### config.mk
export PLATFORM = sky130hd
export DESIGN_NAME = l2_miss_responder
export DESIGN_NICKNAME = d
export VERILOG_FILES = /design/src/rtl/l2_miss_responder.sv
export SDC_FILE = /design/constraint.sdc
export NUM_CORES = 1
export LEC_CHECK = 0
export CAP_MARGIN = 20
export CORE_AREA = 2 2 420 422
export CTS_CLUSTER_DIAMETER = 40
export DETAILED_ROUTE_END_ITERATION = 10
export DIE_AREA = 0 0 422 424
export GPL_ROUTABILITY_DRIVEN = 1
export MAX_ROUTING_LAYER = met4
export PLACE_DENSITY_LB_ADDON = 0.15
export SYNTH_ARGS = -nofsm -noshare
export SYNTH_HDL_FRONTEND = slang
export SYNTH_SLANG_ARGS = --single-unit
### constraint.sdc
create_clock -name clk -period 17.8 [get_ports clk]
set_input_delay 1.78 -clock clk [delete_from_list [all_inputs] [get_ports clk]]
set_output_delay 1.78 -clock clk [all_outputs]
set_load 0.01 [all_outputs]
### src/rtl/l2_miss_responder.sv
`default_nettype none
//==============================================================================
// Module   : l2_miss_responder
// Brief    : In-order buffer of L1 load misses. It issues line reads to the
//            backing port and returns tagged responses to the L1 miss entries.
// Revision : 1.0 - initial release
//==============================================================================
module l2_miss_responder #(
    parameter int DEPTH      = 4,
    parameter int ADDR_WIDTH = 26,
    parameter int IDX_WIDTH  = 2,
    parameter int DATA_WIDTH = 512
) (
    input  logic                  clk,
    input  logic                  reset,
    input  logic                  miss_ready,
    output logic                  miss_ack,
    input  logic [ADDR_WIDTH-1:0] miss_addr,
    input  logic [IDX_WIDTH-1:0]  miss_idx,
    input  logic                  miss_sync,
    output logic                  mem_req_valid,
    input  logic                  mem_req_ready,
    output logic [ADDR_WIDTH-1:0] mem_req_addr,
    input  logic                  mem_resp_valid,
    input  logic [DATA_WIDTH-1:0] mem_resp_data,
    output logic                  l2_response_valid,
    output logic [IDX_WIDTH-1:0]  l2_response_idx,
    output logic [DATA_WIDTH-1:0] l2_response_data,
    output logic                  l2_response_sync
);

    localparam int                 c_SLOT_W  = $clog2(DEPTH);
    localparam int                 c_PTR_W   = c_SLOT_W + 1;
    localparam logic [c_PTR_W-1:0] c_DEPTH   = c_PTR_W'(DEPTH);
    localparam logic [c_PTR_W-1:0] c_PTR_ONE = c_PTR_W'(1);

    logic [c_PTR_W-1:0]    r_alloc_ptr;
    logic [c_PTR_W-1:0]    r_issue_ptr;
    logic [c_PTR_W-1:0]    r_retire_ptr;
    logic [ADDR_WIDTH-1:0] r_addr [DEPTH];
    logic [IDX_WIDTH-1:0]  r_idx  [DEPTH];
    logic                  r_sync [DEPTH];

    logic [c_PTR_W-1:0]    w_count;
    logic                  w_full;
    logic                  w_ack;
    logic                  w_issue;

    // No retire bypass: occupancy comes from the registered pointers alone.
    assign w_count       = r_alloc_ptr - r_retire_ptr;
    assign w_full        = (w_count == c_DEPTH);
    assign w_ack         = miss_ready && !w_full && !reset;
    assign miss_ack      = w_ack;
    assign mem_req_valid = (r_issue_ptr != r_alloc_ptr);
    assign mem_req_addr  = r_addr[r_issue_ptr[c_SLOT_W-1:0]];
    assign w_issue       = mem_req_valid && mem_req_ready;

    always_ff @(posedge clk or posedge reset) begin
        if (reset) begin
            r_alloc_ptr  <= '0;
            r_issue_ptr  <= '0;
            r_retire_ptr <= '0;
        end else begin
            if (w_ack)          r_alloc_ptr  <= r_alloc_ptr + c_PTR_ONE;
            if (w_issue)        r_issue_ptr  <= r_issue_ptr + c_PTR_ONE;
            if (mem_resp_valid) r_retire_ptr <= r_retire_ptr + c_PTR_ONE;
        end
    end

    always_ff @(posedge clk) begin
        if (w_ack) begin
            r_addr[r_alloc_ptr[c_SLOT_W-1:0]] <= miss_addr;
            r_idx[r_alloc_ptr[c_SLOT_W-1:0]]  <= miss_idx;
            r_sync[r_alloc_ptr[c_SLOT_W-1:0]] <= miss_sync;
        end
    end

    always_ff @(posedge clk or posedge reset) begin
        if (reset) begin
            l2_response_valid <= 1'b0;
            l2_response_idx   <= '0;
            l2_response_sync  <= 1'b0;
            l2_response_data  <= '0;
        end else begin
            l2_response_valid <= mem_resp_valid;
            if (mem_resp_valid) begin
                l2_response_idx  <= r_idx[r_retire_ptr[c_SLOT_W-1:0]];
                l2_response_sync <= r_sync[r_retire_ptr[c_SLOT_W-1:0]];
                l2_response_data <= mem_resp_data;
            end
        end
    end

`ifndef SYNTHESIS
    logic [DEPTH-1:0]      w_slot_hit;
    logic                  r_stall_prev;
    logic [ADDR_WIDTH-1:0] r_stall_addr;

    // A slot is live when its distance from the retire pointer is below the occupancy.
    for (genvar j = 0; j < DEPTH; j++) begin : g_slot
        logic [c_SLOT_W-1:0] w_off;
        assign w_off         = c_SLOT_W'(j) - r_retire_ptr[c_SLOT_W-1:0];
        assign w_slot_hit[j] = ({1'b0, w_off} < w_count) && (r_idx[j] == miss_idx);
    end

    always_ff @(posedge clk or posedge reset) begin
        if (reset) begin
            r_stall_prev <= 1'b0;
            r_stall_addr <= '0;
        end else begin
            r_stall_prev <= mem_req_valid && !mem_req_ready;
            r_stall_addr <= mem_req_addr;
        end
    end

    always @(posedge clk) begin
        if (!reset) begin
            assert (!mem_resp_valid || (r_retire_ptr != r_issue_ptr))
                else $error("l2_miss_responder: mem_resp_valid with no issued entry");
            assert (!w_ack || (w_slot_hit == '0))
                else $error("l2_miss_responder: miss_idx %0d already outstanding", miss_idx);
            assert (!r_stall_prev || (mem_req_valid && (mem_req_addr == r_stall_addr)))
                else $error("l2_miss_responder: mem_req changed while stalled");
        end
    end
`endif

endmodule
`default_nettype wire
==> results of run 1 <==
==> layout make-up <==
cell class | instances | area share, %
antenna | 40 | 0.234
clock buffer | 190 | 9.50
clock inverter | 78 | 2.81
inverter | 5 | 0.0614
multi-input combinational | 578 | 15.9
sequential | 641 | 38.9
tap | 2340 | 6.85
timing repair buffer | 1102 | 25.8
==> cells by family after synthesis <==
group | after synthesis | synth area share [%]
buffers and inverters | 69 | 1.39
multiplexers | 546 | 27.3
XOR/XNOR | 11 | 0.406
AND/OR/NAND/NOR | 10 | 0.227
adder cells (fa/ha/maj) | 8 | 0.422
AO/OA/AOI/OAI | 3 | 0.169
flip-flops | 641 | 70.1
==> registers in the layout, summed over array words and instances (netlist names) <==
| register | count |
|---|---|
| l2_response_data | 512 |
| r_addr | 104 |
| r_idx | 8 |
| r_sync | 4 |
| r_alloc_ptr | 3 |
| r_issue_ptr | 3 |
| r_retire_ptr | 3 |
| l2_response_idx | 2 |
| l2_response_sync | 1 |
| l2_response_valid | 1 |
==> metal layers <==
| layer | GRT usage (%) | vias to the layer above | share of wire [%] |
|---|---|---|---|
| met2 | 20.7 | 695 | 52 |
| li1 | - | 7190 | - |
| met3 | 5.05 | 176 | 10 |
| met1 | 12.5 | 8273 | 35 |
| met5 | - | - | 0 |
| met4 | 5.51 | 0 | 3.7 |
==> cells in the final DEF, fill, tap and decap left out <==
master and n:
a311oi_4 2, and2_2 3, buf_12 3, buf_4 10, buf_8 1, bufinv_16 23, clkbuf_1 23, clkbuf_16 149
clkbuf_8 18, clkdlybuf4s50_1 1088, clkinv_1 4, clkinv_16 4, clkinv_2 18, clkinv_4 2, clkinv_8 4, clkinvlp_4 17
dfrtp_1 524, dfrtp_2 1, diode_2 40, edfxtp_1 116, ha_1 8, inv_1 4, inv_16 2, inv_6 4
inv_8 1, mux2_2 516, mux2_4 1, mux4_2 29, nand2_1 4, nand3_1 2, nor2b_1 1, o21ai_0 1
xnor2_1 9, xor2_1 2
==> worst min path at each step <==
stage                     slack [ns]                                end  cells after the start
after CTS                       0.50         r_issue_ptr[2]$_DFFE_PP0P_                      1
final                           0.49         r_issue_ptr[2]$_DFFE_PP0P_                      1
after global placement          0.48         r_issue_ptr[2]$_DFFE_PP0P_                      1
after detailed placement        0.49        r_retire_ptr[2]$_DFFE_PP0P_                      1
after floorplan                 0.46        r_retire_ptr[2]$_DFFE_PP0P_                      1
after global routing            0.51  l2_response_data[136]$_DFFE_PP0P_                      1
==> power by group <==
group	total [mW]	internal, mW	switching (mW)
Sequential	1.76	1.67	0.0906
Clock	2.85	1.94	0.907
Combinational	1.01	0.569	0.443
==> stage by stage <==
step	util [%]	total power [mW]	area (sq um)	worst slack, ns
floorplan	-	2.16	23700	1.35
global placement	21.4	2.82	37400	12.11
detailed placement	21.4	2.83	37400	11.99
CTS	24.4	5.76	42700	12.47
global route	24.4	5.88	42700	12.41
finish	24.4	5.62	42800	12.49
==> critical path: cells and delay by family <==
family / cells / cell delay (ns)
AOI/OAI and AO/OA: 1 / 0.47
buffers and inverters: 2 / 1.28
==> out/results.tsv, run 1 <==
metric	value	unit
fp-row-count	154	
htreeDepth	4	
ir_drop	0.0000841	V
cts_buffer_depth	3	
clk_latency	0.75	ns
vias_per_cell	3.28	
die_w	422	um
drive_above_1_share	31.1	%
rsz0062_at_grt	false	
post-route-period-util	29.8	%
reg2reg_to	r_idx[0][0]$_DFFE_PP_	
fillers	18300	
worst-path-max-fanout	6	
reg2reg_depth	5	
grt_util_all_layers	12.3	%
synth-edff-count	116	
port_buffers	1089	
syn_avg_cell_area	18.4	sq um
yosysWarnings	0	
synth_common_cells	dfrtp_1, mux2_2, edfxtp_1	
route.detailed.drc	0	
layout_min_cycle_time	5.31	ns
worst_slew_pin_slew	1.12	ns
grt_pass1_vias	18500	
wirelength	109000	um
ios	1090	
seq_area_frac_synth	70.1	%
setup_violations	0	
cp_cell_sequence	clkdlybuf4s50_1, a311oi_4, clkdlybuf4s50_1	
drt_pass1_iterations	4	
root_buffer	clkbuf_16	
tns	0	ns
seq_area	16600	sq um
criticalPathCategory	in2out	
post-place-cells	4666	
layout.nets	3029	
gp_congestion	0.907	
antenna_found_initial	58	
ys_ff_latch	641	
post_cts_resized	0	
first_iter_violations	608	
hold_path_class	reg2reg	
gr-total-overflow	0	
synth_most_common_cell	dfrtp_1	
crit_path_end	miss_ack	
cts_inserted_buffers	147	
die_area	179000	sq um
slowest_delay	0.69	ns
leakagePower	16.4	nW
max_freq	188	MHz
hpwl	84700	um
cp_data_required_time	16.02	ns
ys_top_cells_by_area	dfrtp_1, mux2_2, edfxtp_1, mux4_2, buf_2	
netlist.area_leader.share	55.4	%
syn-cell-area	23700	sq um
power.density	131	nW/um^2
cts_tree	done	
cp.arrival	3.53	ns
synthCells	1288	
whs	0.491	ns
maxSlewHeadroom	25.2	%
start_kind	primary input	
ant_nets	0	
cp-end-kind	output port	
r2r_slack	14.95	ns
path_clk_slew	0.04	ns
hold_viol_final	0	
drv_cap	0	
multi_input_area	6790	sq um
core-area	175000	sq um
cpMostUsedCell	clkdlybuf4s50_1	
start_util	13.6	%
yosysTopAreaCell	dfrtp_1	
clock-sinks	641	
grt_first_pass_wirelength	150000	um
r2r-start	r_retire_ptr[0]$_DFFE_PP0P_	
cp_slowest_cell	clkdlybuf4s50_1	
status	complete, no violations	
async_flop_share	81.9	%
synth_nets	1842	
synthFlopType	dfrtp_1	
hold_start	r_issue_ptr[2]$_DFFE_PP0P_	
grt_max_degree	146	
syn_to_final_growth	80.3	%
die_h	424	um
fin_cells	4974	
postCtsSetupRepairBufs	0	
startpoint	reset	
vias	16300	
ys_types	19	
slew_violations	0	
wl_per_cell	22.0	um
finClkSkew	0.0121	ns
cts_hold_buffers	0	
No activity file was read; power rests on OpenSTA's default activity.
==> run 2, diff against run 1 <==
==> constraint.sdc (replaced) <==
create_clock -name clk -period 5.25 [get_ports clk]
set_input_delay 0.525 -clock clk [delete_from_list [all_inputs] [get_ports clk]]
set_output_delay 0.525 -clock clk [all_outputs]
set_load 0.01 [all_outputs]
==> run 2 against run 1 <==
Sequential cell count unchanged. Wire length shrank 6.1%. Clock skew is 0.0077 ns higher. Core utilization fell by 0.094 points. Die area did not move. Critical path type is now reg2out. Sequential share of layout area rose by 0.15 points. Setup slack got worse by 11 ns. Global-route usage down 0.69 points.
==> out/results.tsv, run 2 (same netlist as run 1, synthesis figures left out) <==
metric	value	unit
post_cts_resized	0	
finClkSkew	0.0197	ns
max_freq	281	MHz
vias_per_cell	3.30	
cts_buffer_depth	3	
die_area	179000	sq um
post-place-cells	4678	
leakagePower	16.4	nW
hpwl	78800	um
multi_input_area	6790	sq um
syn_to_final_growth	79.6	%
ant_nets	0	
grt_pass1_vias	18600	
layout_setup_ws	1.69	ns
cts_hold_buffers	0	
cts_tree	done	
gr-total-overflow	0	
rsz0062_at_grt	false	
port_buffers	1089	
start_util	13.6	%
die_h	424	um
fin_cells	4954	
ios	1090	
largest_reg_flops	512	
regMostFlops	l2_response_data	
grt_max_degree	125	
root_buffer	clkbuf_16	
first_iter_violations	494	
power	18.7	mW
fillers	18300	
path_clk_slew	0.05	ns
vias	16400	
fp-row-count	154	
tns	0	ns
grt_util_all_layers	11.6	%
drive_above_1_share	31.6	%
setup_violations	0	
worst_slew_pin_slew	0.923	ns
drt_pass1_iterations	4	
layout_min_cycle_time	3.56	ns
layout.nets	3041	
status	complete, no violations	
start_kind	flop	
route.detailed.drc	0	
die_w	422	um
wirelength	103000	um
cp.arrival	3.04	ns
hold_path_class	in2reg	
post-route-period-util	67.9	%
worst-path-max-fanout	6	
seq_area	16600	sq um
core-area	175000	sq um
drv_cap	0	
slew_violations	0	
cp-end-kind	output port	
htreeDepth	4	
criticalPathCategory	reg2out	
hold_viol_final	0	
grt_first_pass_wirelength	145000	um
power.density	438	nW/um^2
clk_latency	0.75	ns
layout_common_cells	clkdlybuf4s50_1, dfrtp_1, mux2_2	
fin_area	42600	sq um
clock-sinks	641	
ir_drop	0.000298	V
placed_area	37500	sq um
antenna_found_initial	17	
postCtsSetupRepairBufs	0	
cts_inserted_buffers	146	
place_ws	2.36	ns
gp_congestion	0.833	
final_common_cell	clkdlybuf4s50_1	
wl_per_cell	20.7	um
maxSlewHeadroom	38.3	%
cp_data_required_time	4.72	ns
-- run 2: final cells by class --
class                   count  area share, %
diodes                     12         0.0705
well taps                2340           6.87
multi-input cells         578           15.9
repair buffers           1115           26.2
flip-flops and latches    641           39.0
inverters                   5         0.0529
clock buffers             177           9.28
clock inverters            86           2.54
-- run 2: critical path, stage by stage (launching register included) --
cell and delay [ns]:
dfrtp_1 0.42, inv_1 0.17, ha_1 0.16, nor2b_1 0.18, xnor2_1 0.17, a311oi_4 0.47
clkdlybuf4s50_1 0.73
-- run 2: worst paths after layout --
| check | from | endpoint | slack [ns] | cells past startpoint |
|---|---|---|---|---|
| max reg2reg | r_alloc_ptr[0]$_DFFE_PP0P_ | r_addr[1][17]$_DFFE_PP_ | 2.46 | 6 |
| max | r_alloc_ptr[0]$_DFFE_PP0P_ | miss_ack | 1.69 | 6 |
| min reg2reg | r_retire_ptr[2]$_DFFE_PP0P_ | r_retire_ptr[2]$_DFFE_PP0P_ | 0.49 | 1 |
| min in group asynchronous | reset | l2_response_data[164]$_DFFE_PP0P_ | 0.56 | 2 |
| min | mem_resp_data[288] | l2_response_data[288]$_DFFE_PP0P_ | 0.38 | 2 |
| max in group asynchronous | reset | l2_response_data[374]$_DFFE_PP0P_ | 3.50 | 3 |
-- run 2: per-layer routing --
layer  global-route usage [%]  wire length [um]  up-vias
met5                        -                 0        -
met4                     3.55              2250        0
met3                     4.28              7790      150
met2                     20.0             54000      632
met1                     12.4             38700     8410
li1                         -                 -     7176
-- run 2: stage by stage --
stage / hold WS, ns / utilization, %
after floorplan: 0.465 / -
after global placement: 0.488 / 21.4
after detailed placement: 0.488 / 21.4
after CTS: 0.278 / 24.3
after global routing: 0.311 / 24.3
final: 0.381 / 24.3
-- run 2: where the power goes --
| part | internal, mW | switching (mW) |
|---|---|---|
| Clock | 6.32 | 3.01 |
| Sequential | 5.65 | 0.328 |
| Combinational | 1.94 | 1.39 |
==> RTL edit 1 (settings of run 1) <==
`DEPTH`: 4 -> 2.
--- a/src/rtl/l2_miss_responder.sv
+++ b/src/rtl/l2_miss_responder.sv
@@ -7,5 +7,5 @@
 //==============================================================================
 module l2_miss_responder #(
-    parameter int DEPTH      = 4,
+    parameter int DEPTH      = 2,
     parameter int ADDR_WIDTH = 26,
     parameter int IDX_WIDTH  = 2,
Formal check against the unedited RTL: not equivalent (Yosys sat finds a counterexample within 4 cycles, from zero or initial values and one cycle with reset high).
==> RTL edit 1 against run 1 <==
- sequential cell count decreased by 61
- area after synthesis decreased by 8.2%
- synthesized cell count decreased by 5.4%
- register-to-register slack improved by 1.0 ns
- critical path depth increased by 1
- first-iteration DRC count decreased by 38%
- design area decreased by 5.0%
- global-route usage decreased by 0.59 points
- core utilization decreased by 1.2 points
- sequential share of layout area decreased by 2.4 points
- clock power increased by 2%
- worst setup slack improved by 0.10 ns
- total power decreased by 5.4%
- routed wire length decreased by 5.3%
==> RTL edit 1: results <==
group,metric,value,unit
outcome,status,"finished, final reports clean",
placement,gp_congestion,0.7990,
placement,placed_area,35100,µm²
detailed_routing,wirelength,103700,µm
clock_tree,clk_pin_slew_worst_paths,0.04,ns
hold_path,hp-start,"l2_response_data[128]",
grt,grt_pass1_wl,142800,µm
synthesis,synth-seq-area-share,67.99,%
synthesis,synth_common_cells,"mux2_2 (539), dfrtp_1 (522), edfxtp_1 (58)",
clock_tree,post_cts_resized,0,
placement,dpl_worst_slack,12.23,ns
hold_path,hold_class,"reg2reg",
pwr,p_leak,15.84,nW
worst_setup_path,reg2regPathDepth,3,
synthesis,ys_top_cells_by_area,"dfrtp_1 (60%), mux2_2 (28%), edfxtp_1 (8.0%), buf_6 (2.8%), mux2i_1 (0.23%)",
sta,skew,0.01327,ns
worst_setup_path,reg2reg_to,"r_addr[0][4]",
clock_tree,clock-root-buffer,"clkbuf_16",
clock_tree,htreeDepth,4,
sta,fin_crit,5.210,ns
worst_setup_path,cp.arrival,3.43,ns
cells_and_area,largest-register,"l2_response_data",
grt,grt_max_degree,162,
detailed_routing,firstDrtPassIters,4,
synthesis,synth.distinct_cells,21,
cells_and_area,largest_reg_flops,512,
clock_tree,cts_made_buffers,151,
worst_setup_path,r2r_slack,15.98,ns
hold_path,hold_depth,1,
grt,antenna_found_initial,38,
grt,grt_pass1_vias,17600,
clock_tree,cts_setup_buffers,0,
clock_tree,worst_skew_pair.late_latency,0.77,ns
cells_and_area,fin_nets,2959,
cells_and_area,drive_above_1_share,31.72,%
synthesis,ys_warn_count,0,
worst_setup_path,endpoint,"miss_ack",
worst_setup_path,timing.rr.start,"r_retire_ptr[0]",
hold_path,min_to,"l2_response_data[128]",
synthesis,synth-edff-count,58,
cells_and_area,fill_cells,18460,
worst_setup_path,cp_max_fo,5,
detailed_routing,num_vias,15570,
worst_setup_path,startpoint,"reset",
pwr,peakVddDrop,86.69,µV
placement,hpwlAfterDp,79940,µm
synthesis,syn-num-nets,1765,
synthesis,async_flop_share,90.00,%
clock_tree,clk_path_buf_depth,3,
grt,grt_util_all_layers,11.71,%
detailed_routing,drt_iter0_drc,374,
sta,slew-limit-headroom,31.70,%
placement,port_buffers,1089,
RTL edit 1: changes by cell type after synthesis, sizes merged, moves of 8 or more:
cell	run 1	this run
edfxtp	116	58
clkbuf	9	0
mux2	517	539
buf	55	63
ha	8	0
mux4	29	0
RTL edit 1: worst max-delay path: stages:
cell             delay [ns]
clkdlybuf4s50_1        0.55
nand2b_1               0.32
a21oi_1                0.18
clkdlybuf4s50_1        0.59
RTL edit 1: final cells by class:
class	instances	share of cell area, %
flip-flops and latches	580	36.45
repair buffers	1104	27.22
multi-input cells	573	15.54
clock buffers	197	10.25
well taps	2340	7.209
clock inverters	78	3.114
diodes	28	0.1725
inverters	3	0.04621
RTL edit 1: stage by stage:
stage	std cells	hold WS (ns)	utilization (%)	power [mW]
after floorplan	1219	0.4829	-	1.895
after global placement	4599	0.4888	20.06	2.446
after detailed placement	4599	0.4940	20.06	2.452
after CTS	4874	0.5032	23.16	5.451
after global routing	4900	0.5089	23.21	5.558
final	4903	0.4997	23.21	5.319
RTL edit 1: per-layer routing:
| metal | global-route usage, % | routed length [µm] | vias up |
|---|---|---|---|
| li1 | - | - | 6875 |
| met1 | 11.36 | 36890 | 7874 |
| met2 | 20.41 | 54480 | 652 |
| met3 | 5.627 | 9693 | 166 |
| met4 | 3.821 | 2605 | 0 |
| met5 | - | 0 | - |
RTL edit 1: logic make-up after synthesis:
logic type,Yosys count,synth area share (%)
buffers and inverters,66,3.080
DFF,580,67.99
xor gates and xnor gates,6,0.2413
AOI/OAI and AO/OA,9,0.2701
muxes,544,28.10
and+or+nand+nor,14,0.3161
RTL edit 1: where the power goes:
part	switching, mW	internal, mW
clock network	0.905	2.01
logic	0.340	0.490
registers	0.0866	1.49
==> RTL edit 2 (config.mk and constraints of run 1) <==
Without the edit above. Register the output `l2_response_sync` once more, cleared by the reset; this adds one clock of latency there. The other outputs are not delayed to match.
--- a/src/rtl/l2_miss_responder.sv
+++ b/src/rtl/l2_miss_responder.sv
@@ -34,4 +34,6 @@
     localparam logic [c_PTR_W-1:0] c_DEPTH   = c_PTR_W'(DEPTH);
     localparam logic [c_PTR_W-1:0] c_PTR_ONE = c_PTR_W'(1);
+
+    logic l2_response_sync_s0;
 
     logic [c_PTR_W-1:0]    r_alloc_ptr;
@@ -80,5 +82,5 @@
             l2_response_valid <= 1'b0;
             l2_response_idx   <= '0;
-            l2_response_sync  <= 1'b0;
+            l2_response_sync_s0 <= 1'b0;
             l2_response_data  <= '0;
         end else begin
@@ -86,5 +88,5 @@
             if (mem_resp_valid) begin
                 l2_response_idx  <= r_idx[r_retire_ptr[c_SLOT_W-1:0]];
-                l2_response_sync <= r_sync[r_retire_ptr[c_SLOT_W-1:0]];
+                l2_response_sync_s0 <= r_sync[r_retire_ptr[c_SLOT_W-1:0]];
                 l2_response_data <= mem_resp_data;
             end
@@ -126,4 +128,12 @@
 `endif
 
+    always_ff @(posedge clk or posedge reset) begin
+        if (reset) begin
+            l2_response_sync <= '0;
+        end else begin
+            l2_response_sync <= l2_response_sync_s0;
+        end
+    end
+
 endmodule
 `default_nettype wire
Behaviour: not the same (Yosys sat finds a counterexample within 4 cycles, from zero or initial values and one cycle with reset high).
==> RTL edit 2 against run 1 <==
- sequential cell count up 1
- design area decreased by 0.12%
- via count grew 0.24%
- clock skew up 0.014 ns
- area after synthesis grew 0.11%
- total power decreased by 1.2%
- count of clock-buffer cells in the layout rose by 8
- non-clock buffer count increased by 2
- worst setup slack improved by 0.014 ns
- routed wire length grew 1.9%
- critical path type unchanged
==> RTL edit 2: results <==
group,metric,value,unit
outcome,status,"finished, final reports clean",
clock_tree,htreeDepth,4,
clock_tree,hold_buffers,0,
detailed_routing,firstDrtPassIters,4,
synthesis,async_flop_share,81.93,%
grt,grt_util_all_layers,12.53,%
placement,port_buffers,1089,
sta,skew,0.02619,ns
worst_setup_path,cp.arrival,3.52,ns
worst_setup_path,reg2regPathDepth,6,
hold_path,hold_depth,0,
grt,grt_pass1_vias,18270,
synthesis,ys_warn_count,0,
worst_setup_path,cp_slowest_cell,"clkdlybuf4s50_1",
synthesis,ys_top_cells_by_area,"dfrtp_1 (55%), mux2_2 (24%), edfxtp_1 (15%), mux4_2 (2.8%), buf_2 (1.2%)",
clock_tree,post_cts_resized,0,
synthesis,synth_common_cells,"dfrtp_1 (526), mux2_2 (516), edfxtp_1 (116)",
placement,hpwlAfterDp,87690,µm
synthesis,synth.distinct_cells,19,
pwr,peakVddDrop,82.24,µV
cells_and_area,fill_cells,18240,
clock_tree,cts_made_buffers,150,
synthesis,syn-num-nets,1843,
placement,gp_congestion,0.8368,
placement,dpl_worst_slack,11.91,ns
pwr,p_leak,16.42,nW
detailed_routing,vias_per_cell,3.286,
cells_and_area,drive_above_1_share,31.27,%
sta,slew-limit-headroom,26.57,%
synthesis,synth-seq-area-share,70.11,%
detailed_routing,routedWlPerCell,22.37,µm
grt,antenna_found_initial,64,
worst_setup_path,slowest_delay,0.65,ns
detailed_routing,num_vias,16370,
detailed_routing,drt_iter0_drc,671,
cells_and_area,fin_nets,3035,
grt,grt_pass1_wl,152100,µm
[RTL edit 2: changes by cell type in the layout (fill, tap and decap cells not counted), moves of 4 or more]
| cell | change |
|---|---|
| bufinv_16 | -8 |
| clkbuf_16 | +4 |
| clkbuf_8 | +4 |
| clkinv_2 | +5 |
| clkinvlp_4 | -5 |
[RTL edit 2: path summary, 6_finish.rpt]
| check | startpoint | to | slack [ns] |
|---|---|---|---|
| hold / removal | l2_response_sync_s0 | l2_response_sync | 0.36 |
| setup / recovery | reset | miss_ack | 12.50 |
| max in group asynchronous | reset | l2_response_data[190] | 13.13 |
| setup reg to reg | r_alloc_ptr[0] | r_addr[1][18] | 14.91 |
| hold reg to reg | l2_response_sync_s0 | l2_response_sync | 0.36 |
| min in group asynchronous | reset | l2_response_data[484] | 1.67 |
[RTL edit 2: cells by family (layout without fill, tap and decap cells)]
logic type / after synthesis / in the layout / synth area share (%)
flops: 642 / 642 / 70.11
mux: 546 / 546 / 27.29
buf+inv: 69 / 1380 / 1.386
xor+xnor: 11 / 11 / 0.4058
simple gates: 10 / 10 / 0.2266
fa+ha+maj: 8 / 8 / 0.4216
compound gates: 3 / 3 / 0.1686
other cells: 0 / 43 / 0
[RTL edit 2: area by class of cell]
| type | count | area (µm²) | area share [%] |
|---|---|---|---|
| Multi-Input combinational cell | 578 | 6787 | 15.89 |
| Antenna cell | 43 | 107.6 | 0.2519 |
| Clock inverter | 73 | 939.7 | 2.200 |
| Sequential cell | 642 | 16650 | 38.97 |
| Tap cell | 2340 | 2928 | 6.854 |
| Inverter | 5 | 26.28 | 0.06151 |
| Clock buffer | 198 | 4218 | 9.874 |
| Timing Repair Buffer | 1104 | 11060 | 25.90 |
[RTL edit 2: layer usage]
metal | vias to the layer above | share of wire [%] | GRT usage [%]
met5 | - | 0 | -
li1 | 7232 | - | -
met4 | 0 | 3.4 | 5.179
met3 | 191 | 9.6 | 5.652
met2 | 670 | 52 | 21.19
met1 | 8280 | 35 | 12.52
[RTL edit 2: critical path, delay by kind of cell]
| kind | cells | cell delay [ns] |
|---|---|---|
| buf+inv | 2 | 1.24 |
| compound gates | 1 | 0.49 |
[RTL edit 2: metrics by stage]
stage / instance area [µm²] / std cells / utilization, % / power [mW]
global route: 42710 / 4980 / 24.41 / 5.808
global placement: 37420 / 4668 / 21.39 / 2.829
detailed placement: 37420 / 4668 / 21.39 / 2.839
CTS: 42580 / 4939 / 24.34 / 5.690
finish: 42720 / 4983 / 24.42 / 5.557
floorplan: 23740 / 1289 / - / 2.168
[RTL edit 2: power by group]
group / switching, mW / leakage [nW] / internal (mW)
clock network: 0.900 / 2.50 / 1.88
registers: 0.110 / 7.20 / 1.67
logic: 0.429 / 6.72 / 0.568
